==> src/rtl/fwc_pkg.sv <==
// Shared types and defaults for the force-window capture monitor.
//   fwc_state_e : window FSM states (IDLE, ACTIVE)
//   fwc_rec_t   : one window record {stray, len, last, first}, first in LSBs
//   FWC_*       : default widths/depth used by the top and its consumers
package fwc_pkg;

  localparam int FWC_DATA_W = 8;
  localparam int FWC_DEPTH  = 4;
  localparam int FWC_LEN_W  = 8;

  typedef enum logic [0:0] {
    FWC_IDLE   = 1'b0,
    FWC_ACTIVE = 1'b1
  } fwc_state_e;

  typedef struct packed {
    logic                  stray;
    logic [FWC_LEN_W-1:0]  len;
    logic [FWC_DATA_W-1:0] last;
    logic [FWC_DATA_W-1:0] first;
  } fwc_rec_t;

endpackage

==> src/rtl/fwc_fifo.sv <==
// Synchronous show-ahead FIFO holding window records.
//   push_i/wdata_i : write request and data
//   pop_i          : read request; rdata_o shows the head entry while not empty
//   full_o/empty_o : occupancy flags
// A push while full is accepted only when a pop happens on the same edge.
module fwc_fifo #(
  parameter int WIDTH = 25,
  parameter int DEPTH = 4
) (
  input  logic             clk,
  input  logic             rst_n,
  input  logic             push_i,
  input  logic [WIDTH-1:0] wdata_i,
  input  logic             pop_i,
  output logic [WIDTH-1:0] rdata_o,
  output logic             full_o,
  output logic             empty_o
);
  import fwc_pkg::*;

  localparam int AW = $clog2(DEPTH);

  logic [WIDTH-1:0] mem_q [DEPTH];
  logic [WIDTH-1:0] mem_d [DEPTH];
  logic [AW:0]      wr_ptr_q, wr_ptr_d;
  logic [AW:0]      rd_ptr_q, rd_ptr_d;
  logic             wr_en_s;
  logic             rd_en_s;

  // Extra pointer MSB distinguishes full (MSBs differ) from empty (equal).
  assign empty_o = (wr_ptr_q == rd_ptr_q);
  assign full_o  = (wr_ptr_q[AW] != rd_ptr_q[AW]) &&
                   (wr_ptr_q[AW-1:0] == rd_ptr_q[AW-1:0]);
  assign wr_en_s = push_i && (!full_o || pop_i);
  assign rd_en_s = pop_i && !empty_o;
  // Head is forced to zero when empty so the bus is quiet with no record.
  assign rdata_o = empty_o ? {WIDTH{1'b0}} : mem_q[rd_ptr_q[AW-1:0]];

  // Next-state for storage and pointers.
  always_comb begin
    mem_d = mem_q;
    if (wr_en_s) begin
      mem_d[wr_ptr_q[AW-1:0]] = wdata_i;
      wr_ptr_d = wr_ptr_q + (AW+1)'(1);
    end else begin
      wr_ptr_d = wr_ptr_q;
    end
    if (rd_en_s) begin
      rd_ptr_d = rd_ptr_q + (AW+1)'(1);
    end else begin
      rd_ptr_d = rd_ptr_q;
    end
  end

  // Storage and pointer registers.
  always_ff @(posedge clk or negedge rst_n) begin
    if (!rst_n) begin
      for (int i = 0; i < DEPTH; i++) begin
        mem_q[i] <= {WIDTH{1'b0}};
      end
      wr_ptr_q <= {(AW+1){1'b0}};
      rd_ptr_q <= {(AW+1){1'b0}};
    end else begin
      mem_q    <= mem_d;
      wr_ptr_q <= wr_ptr_d;
      rd_ptr_q <= rd_ptr_d;
    end
  end

endmodule

==> src/rtl/force_window_capture.sv <==
// Force-window capture monitor.
//   en_i, o_a_i       : sampled window enable and observed bus
//   clear_i           : clears overflow_o / drop_cnt_o (FIFO and FSM untouched)
//   m_valid_o/ready_i : record drain handshake, m_data_o = {stray,len,last,first}
//   overflow_o        : sticky, a record was dropped on a full FIFO
//   drop_cnt_o        : saturating count of dropped records
// Each contiguous run of en_i=1 samples becomes one record, pushed on the
// first edge that samples en_i=0.
module force_window_capture
  import fwc_pkg::*;
#(
  parameter int DATA_W = FWC_DATA_W,
  parameter int DEPTH  = FWC_DEPTH,
  parameter int LEN_W  = FWC_LEN_W
) (
  input  logic                      clk,
  input  logic                      rst_n,
  input  logic                      en_i,
  input  logic [DATA_W-1:0]         o_a_i,
  input  logic                      clear_i,
  output logic                      m_valid_o,
  input  logic                      m_ready_i,
  output logic [2*DATA_W+LEN_W:0]   m_data_o,
  output logic                      overflow_o,
  output logic [7:0]                drop_cnt_o
);

  localparam int REC_W = 2*DATA_W + LEN_W + 1;

  fwc_state_e        state_q, state_d;
  logic [DATA_W-1:0] first_q, first_d;
  logic [DATA_W-1:0] last_q, last_d;
  logic [LEN_W-1:0]  len_q, len_d;
  logic              stray_q, stray_d;
  logic              overflow_q, overflow_d;
  logic [7:0]        drop_cnt_q, drop_cnt_d;
  logic              push_s;
  logic              pop_s;
  logic              full_s;
  logic              empty_s;
  logic              drop_s;
  logic              stray_now_s;
  logic [REC_W-1:0]  rec_s;

  // Only bit 0 is a live lane; anything above it is a stray.
  assign stray_now_s = |o_a_i[DATA_W-1:1];
  assign rec_s       = {stray_q, len_q, last_q, first_q};
  assign m_valid_o   = !empty_s;
  assign pop_s       = m_valid_o && m_ready_i;
  assign drop_s      = push_s && full_s && !pop_s;
  assign overflow_o  = overflow_q;
  assign drop_cnt_o  = drop_cnt_q;

  // Window FSM: open on first high sample, extend while high, close on low.
  always_comb begin
    state_d = state_q;
    first_d = first_q;
    last_d  = last_q;
    len_d   = len_q;
    stray_d = stray_q;
    push_s  = 1'b0;
    case (state_q)
      FWC_IDLE: begin
        if (en_i) begin
          first_d = o_a_i;
          last_d  = o_a_i;
          len_d   = LEN_W'(1);
          stray_d = stray_now_s;
          state_d = FWC_ACTIVE;
        end else begin
          state_d = FWC_IDLE;
        end
      end
      FWC_ACTIVE: begin
        if (en_i) begin
          last_d  = o_a_i;
          len_d   = (len_q == {LEN_W{1'b1}}) ? len_q : len_q + LEN_W'(1);
          stray_d = stray_q | stray_now_s;
        end else begin
          // This edge's sample is outside the window; record what we have.
          push_s  = 1'b1;
          state_d = FWC_IDLE;
        end
      end
      default: begin
        state_d = FWC_IDLE;
      end
    endcase
  end

  // Drop bookkeeping; clear takes priority over a simultaneous drop.
  always_comb begin
    overflow_d = overflow_q;
    drop_cnt_d = drop_cnt_q;
    if (clear_i) begin
      overflow_d = 1'b0;
      drop_cnt_d = 8'd0;
    end else if (drop_s) begin
      overflow_d = 1'b1;
      drop_cnt_d = (drop_cnt_q == 8'hFF) ? drop_cnt_q : drop_cnt_q + 8'd1;
    end else begin
      drop_cnt_d = drop_cnt_q;
    end
  end

  // State, window and drop registers.
  always_ff @(posedge clk or negedge rst_n) begin
    if (!rst_n) begin
      state_q    <= FWC_IDLE;
      first_q    <= {DATA_W{1'b0}};
      last_q     <= {DATA_W{1'b0}};
      len_q      <= {LEN_W{1'b0}};
      stray_q    <= 1'b0;
      overflow_q <= 1'b0;
      drop_cnt_q <= 8'd0;
    end else begin
      state_q    <= state_d;
      first_q    <= first_d;
      last_q     <= last_d;
      len_q      <= len_d;
      stray_q    <= stray_d;
      overflow_q <= overflow_d;
      drop_cnt_q <= drop_cnt_d;
    end
  end

  fwc_fifo #(
    .WIDTH (REC_W),
    .DEPTH (DEPTH)
  ) u_fifo (
    .clk     (clk),
    .rst_n   (rst_n),
    .push_i  (push_s),
    .wdata_i (rec_s),
    .pop_i   (pop_s),
    .rdata_o (m_data_o),
    .full_o  (full_s),
    .empty_o (empty_s)
  );

endmodule

==> config.mk <==
export PLATFORM = sky130hd
export DESIGN_NAME = force_window_capture
export DESIGN_NICKNAME = d
export VERILOG_FILES = /design/src/rtl/fwc_pkg.sv /design/src/rtl/fwc_fifo.sv /design/src/rtl/force_window_capture.sv
export SDC_FILE = /design/constraint.sdc
export NUM_CORES = 1
export LEC_CHECK = 0
export CAP_MARGIN = 25
export CORE_UTILIZATION = 60
export DETAILED_ROUTE_END_ITERATION = 8
export PLACE_DENSITY_LB_ADDON = 0.3
export RECOVER_POWER = 25
export SETUP_SLACK_MARGIN = 0.3
export SYNTH_ARGS = -nofsm -noshare
export SYNTH_HDL_FRONTEND = slang
export SYNTH_SLANG_ARGS = --single-unit
==> constraint.sdc <==
create_clock -name clk -period 5.7 [get_ports clk]
set_clock_uncertainty 0.05 [all_clocks]
set_input_delay 0.57 -clock clk [delete_from_list [all_inputs] [get_ports clk]]
set_output_delay 0.57 -clock clk [all_outputs]
set_load 0.01 [all_outputs]
# Word level (Yosys, flattened, before mapping)
# Index checks and enable logic that the tools add are counted.
# word_totals
output_inout_bits	35
regBits	141
input_bits	13
# classes
n_eq_ne	9
add_sub_neg	4
n_lt_le_gt_ge	3
muxes	23
bitwise_logic	4
reduce_logical	17
# ops
cell	n
100-bit bitwise mux	1
25-bit 2-to-1 mux	4
8-bit 2-to-1 mux	7
25-bit binary-select mux with 2-bit select	1
25-bit demux with 2-bit select	1
8-bit by 1-bit adder with 8-bit output (second input constant)	2
8-bit equality test (second input constant)	2
8-bit case mux with 2 select lines	1
2-bit inequality test (second input constant)	4
1-bit logical AND	7
1-bit 2-to-1 mux	7
7-bit OR reduction	1
3-bit by 1-bit adder with 3-bit output (second input constant)	2
3-bit >= comparator (second input constant)	2
2-bit NOT with 3-bit output	2
2-bit AND reduction	3
3-bit equality test	1
1-bit zero test	3
3-bit by 1-bit less-than comparator with 1-bit output (second input constant)	1
3-bit AND reduction	1
2-bit equality test	1
1-bit case mux with 2 select lines	1
2-bit nonzero test	1
1-bit logical OR	1
other kinds (3)	3

# Longest topological paths before layout
# Gate-level depths: netlist of the first run.
# logic_depth
word_depth	7
mapped_depth	6

# By module
# A second synthesis of the first run with hierarchy kept.
# unflattened
cells_unflattened	462
area_unflattened_um2	6725.2
# by_module_without_submodules
mod	seq_area_each_um2	cells_each	n_inst	area_each_um2
fwc_fifo	2652.5	303	1	5097.4
force_window_capture	875.8	159	1	1627.8

# Least setup slack after synthesis of the first run
# OpenSTA, ideal clock, no wires.
# synth_timing
kind	flip-flop to output port
startpoint	reg u_fifo.rd_ptr_q[0]
endpoint	out m_data_o[10]
t_arrival_ns	1.508
required_time_ns	5.080
stages_incl_launch_ff	5
path_buffers	2
setup_slack_ns	3.572
cell_sequence	dfrtp_1 -> buf_6 -> buf_2 -> mux4_2 -> and2_1
# synth_via
elab_chain_cells	5
word_cells_on_any_way	6
classes_between	1 x eq/ne; 4 x mux; 1 x bitwise
# synth_lines
item	line_no	rtl
from (decl)	fwc_fifo.sv:26	logic [AW:0] rd_ptr_q, rd_ptr_d;
from (signal assigned)	fwc_fifo.sv:62	rd_ptr_q <= {(AW+1){1'b0}};
from (signal assigned)	fwc_fifo.sv:66	rd_ptr_q <= rd_ptr_d;
2-bit NOT with 3-bit output (implied by the code)	fwc_fifo.sv:37	assign rdata_o = empty_o ? {WIDTH{1'b0}} : mem_q[rd_ptr_q[AW-1:0]];
25-bit binary-select mux with 2-bit select	fwc_fifo.sv:37	
25-bit 2-to-1 mux (implied by the code) (2 in series)	fwc_fifo.sv:37	
25-bit 2-to-1 mux *	fwc_fifo.sv:37	
to (decl)	force_window_capture.sv:23	output logic [2*DATA_W+LEN_W:0] m_data_o,
# Every way passes the cells marked *; elsewhere a longest branch is shown, timed or not. The select of a mux whose other input is x is not followed.

# Worst setup path in the final report of the first run
# layout_timing
startpoint	reg u_fifo.wr_ptr_q[2]
endpoint	out m_data_o[16]
# layout_via
elab_chain_cells	2
# layout_lines
item	line_no	rtl
from (decl)	fwc_fifo.sv:25	logic [AW:0] wr_ptr_q, wr_ptr_d;
from (signal assigned)	fwc_fifo.sv:61	wr_ptr_q <= {(AW+1){1'b0}};
from (signal assigned)	fwc_fifo.sv:65	wr_ptr_q <= wr_ptr_d;
3-bit equality test	fwc_fifo.sv:31	assign empty_o = (wr_ptr_q == rd_ptr_q);
25-bit 2-to-1 mux	fwc_fifo.sv:37	
# Every way passes these cells.

==> results by group, run 1 <==
Run status
  – Status: finished with violations
  – Failing checks: negative hold slack

Routing
  – Post-DR wirelength/cell: 20.04 µm
  – Routed Antenna Nets: 0
  – Vias per cell: 6.090
  – Initial detailed-routing violation count: 278
  – Vias: 3940
  – WL final: 12.97 mm
  – Post-route DRC violation count: 0
  – DR pass1 iterations: 5

Clock tree
  – # hold bufs at CTS: 0
  – Post_cts resized: 0
  – CTS sink cnt: 141
  – Postcts setup bufs: 0
  – Max clock buf depth: 2
  – TritonCTS clock tree: done
  – Clock root cell: clkbuf_8
  – H-tree Lvls: 4
  – TritonCTS Buffers: 17
  – Clk slew on worst S/H paths: 60 ps
  – Worst skew pair latency: 520 ps

Pwr
  – Power per cell area: 567.6 nW/µm²
  – P_leak: 3.479 nW
  – IR drop worst, VDD: 0.3806 mV

Finish
  – Synth-to-layout area growth: 18.39%
  – Non-Filler Instances: 647
  – Cell area after layout: 7757 µm²
  – Layout cells sized above 1: 0.3444
  – Net count, final: 518
  – # diodes: 0
  – Final core occ: 0.7414

Synthesis
  – Post-Synthesis Cells: 454
  – Number of synthesized flops with an enable pin: 0
  – Main synth FF type: dfrtp_1
  – Synth area leader: dfrtp_1
  – Most common cell in the netlist: dfrtp_1
  – Synthesized area: 6553 µm²
  – Library cells used by synthesis: 42
  – Top cells by area, synth: dfrtp_1 54%, mux2_2 15%, mux4_2 8.6%, mux2_4 4.4%, and2_1 2.5%
  – Seq/Total Area, Yosys: 0.5385
  – Synth Net Count: 474
  – Synth Area per Inst: 14.43 µm²
  – Most frequent cells after synthesis: 141 x dfrtp_1, 87 x mux2_2, 33 x nand2_1
  – Ys Warns: 0
  – Async S/R FF share, synth: 1.000
  – Seq cells post-synth: 141
  – Top-area cell type share of the netlist area: 0.5385

Critical path
  – Crit path arrival time: 2670 ps
  – Critical Path Sink Type: output port
  – Setup Crit Path Kind: reg -> out
  – FF-to-FF Start: u_fifo.wr_ptr_q[2]$_DFFE_PN0P_
  – Critical path peak fanout: 15
  – CP startpoint: u_fifo.wr_ptr_q[2]$_DFFE_PN0P_
  – Required @ worst endpoint: 5080 ps
  – Nature of the critical path startpoint: flip-flop

Placed design
  – HPWL Detailed: 7.712 mm
  – Placed Cells: 615
  – PortBufs: 47
  – Placed Area: 7063 µm²
  – GPL Wtd Cong: 0.8253
  – Dpl ws: 2403 ps

Flow run
  – MaxCap Viol Count: 0

Timing
  – Final worst path period share: 0.5772
  – Final setup vio count: 0
  – Slew headroom: 0.3369
  – Max Freq: 304.0 MHz
  – Final Hold Vio Count: 1
  – Final Max Slew Viols: 0
  – Setup TNS: 0 ps
  – Final WS setup: 2410 ps
  – Worst-margin pin slew: 991.3 ps
  – Hold WS: -2.934 ps
  – RSZ-0062 raised after global routing: no
  – Tmin final: 3290 ps

Floorplanning
  – Core Area: 10460 µm²
  – Boundary pin count: 48
  – Die ar.: 11340 µm²
  – Initial core utilization: 0.6263
  – Die X: 106.5 µm
  – Rows: 37
  – Die height: 106.5 µm

GRT
  – Initial antenna violation count: 0
  – Number of global-route vias before repair: 4125
  – Largest net degree at the start of global routing: 76
  – Global Route Usage Sum: 0.2594
  – First-pass GRT wire length: 21.95 mm
  – Total gr overflow: 0

Worst hold path
  – Worst Hold Class: in -> async
layer usage:
| layer | track usage | share of wire |
|---|---|---|
| met1 | 0.3451 | 0.43 |
| met5 | 0 | 0 |
| met4 | 0.09002 | 0.013 |
| met2 | 0.4244 | 0.52 |
| met3 | 0.05825 | 0.042 |
cell families after synthesis:
kind of cell,count (synthesis),share of synthesized area
AND/OR/NAND/NOR,99,0.08517
adder cells (fa/ha/maj),7,0.01337
XOR/XNOR,7,0.01165
AO/OA/AOI/OAI,30,0.03246
multiplexers,137,0.2889
buffers and inverters,33,0.02998
flip-flops,141,0.5385
path summary, 6_finish.rpt:
check / end / slack, ps / cells after the start
min: drop_cnt_o[0]$_DFFE_PN0P_ / -3 / 1
max in group asynchronous: u_fifo.mem_q[61]$_DFFE_PN0P_ / 4280 / 2
max reg2reg: drop_cnt_o[5]$_DFFE_PN0P_ / 3430 / 4
max: m_data_o[16] / 2410 / 5
min in group clk: u_fifo.wr_ptr_q[2]$_DFFE_PN0P_ / 450 / 1
min reg2reg: u_fifo.wr_ptr_q[2]$_DFFE_PN0P_ / 450 / 1
cells in the final DEF (no fill, tap or decap), types with 3 or more instances in the layout:
cell	count
clkbuf_16	16
ha_1	7
mux2_2	87
mux2_1	4
and2_1	26
o31ai_1	4
mux4_2	25
inv_1	7
nand4_1	4
xnor2_1	4
clkbuf_8	4
clkdlybuf4s50_1	45
buf_4	3
o21ai_0	3
nand3_1	5
nand2_4	4
or4_1	5
a31oi_1	5
nor2_1	5
nand2_1	33
bufinv_16	7
nand2b_1	4
dfrtp_1	140
a21oi_1	10
mux2_4	19
state kept, by name, indices dropped and copies added (netlist names):
name and count:
drop_cnt_o 8, last_q 8, overflow_o 1, len_q 8
stray_q 1, state_q 1, first_q 8, u_fifo.wr_ptr_q 3
u_fifo.mem_q 100, u_fifo.rd_ptr_q 3
worst max-delay path: stages, from the launching register on:
cell             delay [ps]
dfrtp_1                 400
xor2_1                  330
nand3b_1                520
buf_8                   230
and2_1                  140
clkdlybuf4s50_1         530
stage by stage:
stage / power, mW / hold slack [ps]
2_1_floorplan: 2.552 / 224.4
3_3_place_gp: 3.053 / 417.8
3_5_place_dp: 3.135 / 433.0
4_1_cts: 4.442 / 30.23
5_1_grt: 4.629 / 58.77
6_report: 4.403 / -2.934
layout make-up:
type                    count  area [µm²]
flip-flops and latches    141        3530
multi-input cells         280        2828
fillers                   688        2705
repair buffers             51       509.2
clock buffers              21       459.2
clock inverters            11       235.2
well taps                 136       170.2
inverters                   7       26.28
power by group:
group	total (mW)	internal (mW)	switching (mW)	leakage, nW
Clock	1.28	0.877	0.403	0.334
Combinational	1.59	0.967	0.620	1.37
Sequential	1.54	1.33	0.206	1.77
Total	4.40	3.17	1.23	3.48
Note: power is estimated with default switching activity, not from simulation.
==> run 2: changes to the inputs <==
- CORE_UTILIZATION: 60 -> 53
- clock period: 5.7 -> 2.7 ns (I/O delays scaled with it)
==> results by group, run 2 (same netlist as run 1, synthesis figures left out) <==
Critical path
  – Critical path's largest stage delay: 480 ps (-50 ps)
  – Critical path peak fanout: 28 (+13)
  – Nature of the critical path startpoint: flip-flop
  – Crit path top cell by count: buf_12
  – Critical Path Sink Type: output port
  – Critical Path Slowest Stage Cell: clkdlybuf4s50_1
  – CP cell instances: buf_12, xnor2_4, nand3b_1, buf_12, clkdlybuf4s50_1
  – Setup Crit Path Kind: reg -> out
  – Crit path arrival time: 2080 ps (-590 ps)
  – Required @ worst endpoint: 2380 ps (-2700 ps)

Placed design
  – HPWL Detailed: 7.824 mm (+1.4%)
  – PortBufs: 47 (unchanged)
  – GPL Wtd Cong: 0.7748 (-6.1%)

Finish
  – Final core occ: 0.6576 (-0.08385)
  – Net count, final: 533 (+2.9%)
  – Most frequent cells in the layout: 140 x dfrtp_1, 87 x mux2_2, 33 x nand2_1
  – Register Area: 3530 µm² (unchanged)
  – Most common cell after layout, fill and taps aside: dfrtp_1
  – Multi-input gate area: 2846 µm² (+0.66%)
  – # diodes: 0 (unchanged)
  – Layout cells sized above 1: 0.3612 (+0.01679)
  – Fillers: 858 (+25%)
  – Synth-to-layout area growth: 20.55%
  – Max FFs per register: 100 (unchanged)
  – Most flops, register: u_fifo.mem_q

Pwr
  – Internal: 6.455 mW (+100%)
  – IR drop worst, VDD: 0.6307 mV (+66%)
  – Combinational Power Share: 0.380 (+0.020)
  – Sequential share of power: 0.356 (+0.007)
  – Clk pwr share: 0.264 (-0.027)
  – Switching Share: 0.2938 (+0.01465)
  – Power per cell area: 1157 nW/µm² (+100%)
  – P_leak: 3.588 nW (+3.1%)
  – Psw: 2.685 mW (+120%)
  – Final Power: 9.140 mW (+110%)

Routing
  – Routed Antenna Nets: 0 (unchanged)
  – DR pass1 iterations: 4 (-1)
  – Post-DR wirelength/cell: 19.82 µm (-1.1%)
  – Initial detailed-routing violation count: 272 (-2.2%)
  – WL final: 13.34 mm (+2.9%)
  – Vias: 3916 (-0.61%)
  – Post-route DRC violation count: 0 (unchanged)
  – Vias per cell: 5.819 (-4.4%)

Timing
  – Setup TNS: 0 ps (unchanged)
  – RSZ-0062 raised after global routing: yes
  – Worst-margin pin slew: 1679 ps (+687.7 ps)
  – Slew headroom: -0.1194 (-0.4563)
  – Final setup vio count: 0 (unchanged)
  – Max Freq: 416.6 MHz
  – Final Hold Vio Count: 0 (-1)
  – Tmin final: 2400 ps
  – Final worst path period share: 0.8890
  – Final Max Slew Viols: 67 (+67)

Clock tree
  – H-tree Lvls: 4 (unchanged)
  – Max clock buf depth: 2 (unchanged)
  – Worst skew pair latency: 420 ps (-100 ps)
  – TritonCTS Buffers: 17 (unchanged)
  – CTS sink cnt: 141 (unchanged)
  – Clock root cell: clkbuf_16
  – Clk slew on worst S/H paths: 50 ps (about the same)
  – TritonCTS clock tree: done

Floorplanning
  – Rows: 40 (+8.1%)
  – Core Area: 12010 µm² (+15%)
  – Die X: 113.2 µm (+6.3%)
  – Die ar.: 12810 µm² (+13%)
  – Die height: 113.2 µm (+6.3%)
  – Boundary pin count: 48 (unchanged)
  – Initial core utilization: 0.5455 (-0.08076)

Flow run
  – MaxCap Viol Count: 1 (+1)

Worst hold path
  – Worst Hold Class: in -> reg

GRT
  – First-pass GRT wire length: 22.35 mm (+1.8%)
  – Total gr overflow: 0 (unchanged)
  – Largest net degree at the start of global routing: 68 (-11%)
  – Number of global-route vias before repair: 4140 (+0.36%)
  – Global Route Usage Sum: 0.2312 (-0.02820)
  – Initial antenna violation count: 0 (unchanged)

Run status
  – Failing checks: max-capacitance violations, max-slew violations
  – Status: finished with violations
==> run 2: cell types whose count changed in the layout (fill, tap and decap cells not counted), moves of 4 or more <==
cell	before	now
clkdlybuf4s15_1	0	15
buf_4	3	9
dlygate4sd2_1	0	8
bufinv_16	7	2
clkdlybuf4s50_1	45	21
buf_12	0	5
clkbuf_8	4	8
==> run 2: through the flow <==
stage / setup slack [ps] / cell area (µm²) / instances / hold slack, ps
after floorplan: 819.3 / 6553 / 454 / -75.59
after global placement: 373.7 / 7139 / 632 / 256.0
after detailed placement: 338.2 / 7139 / 632 / 268.9
after CTS: 306.9 / 7879 / 671 / 395.4
after global routing: 173.2 / 7899 / 673 / 450.8
final: 299.8 / 7899 / 673 / 427.9
==> run 2: worst paths after layout <==
kind / from / to / slack (ps) / cells after the start
min in group asynchronous: rst_n / overflow_o$_DFFE_PN0P_ / 780 / 2
hold / removal: o_a_i[7] / first_q[7]$_DFFE_PN0P_ / 430 / 3
max in group asynchronous: rst_n / u_fifo.rd_ptr_q[0]$_DFFE_PN0P_ / 670 / 3
hold reg to reg: u_fifo.mem_q[38]$_DFFE_PN0P_ / u_fifo.mem_q[38]$_DFFE_PN0P_ / 450 / 1
setup / recovery: u_fifo.rd_ptr_q[0]$_DFFE_PN0P_ / m_valid_o / 300 / 5
setup reg to reg: u_fifo.rd_ptr_q[0]$_DFFE_PN0P_ / u_fifo.mem_q[10]$_DFFE_PN0P_ / 520 / 5
==> run 2: area by class of cell <==
cell class                      count  area share
Sequential cell                   141      0.4469
Clock buffer                       28     0.06922
Timing Repair Buffer               66     0.08776
Clock inverter                      4    0.009187
Inverter                            7    0.003326
Tap cell                          147     0.02329
Multi-Input combinational cell    280      0.3604
==> run 2: worst max-delay path, delay by kind of cell (launching register included) <==
kind | cells | cell delay (ps)
buffers and inverters | 3 | 850
xor gates and xnor gates | 1 | 210
and+or+nand+nor | 1 | 170
DFF | 1 | 440
==> run 2: repair_timing <==
item,in CTS,in global routing
hold buffers,1,0
hold endpoints to repair,65,0
gates cloned,2,0
resized for setup,35,20
setup endpoints to repair,26,26
buffers inserted,4,2
==> run 2: power groups by stage <==
stage          Sequential [mW]  Combinational (mW)  Clock, mW
6_report                  3.25                3.48       2.41
3_5_place_dp              3.26                3.40          0
5_1_grt                   3.33                3.75       2.54
2_1_floorplan             3.10                2.29          0
3_3_place_gp              3.21                3.34          0
4_1_cts                   3.24                3.46       2.43
==> run 2: routing by layer <==
layer	wire, µm	vias to the layer above	global-route usage
met5	0	-	0
li1	-	1764	-
met1	6053	2061	0.3144
met4	203	0	0.08684
met3	366	15	0.04499
met2	6712	76	0.3718
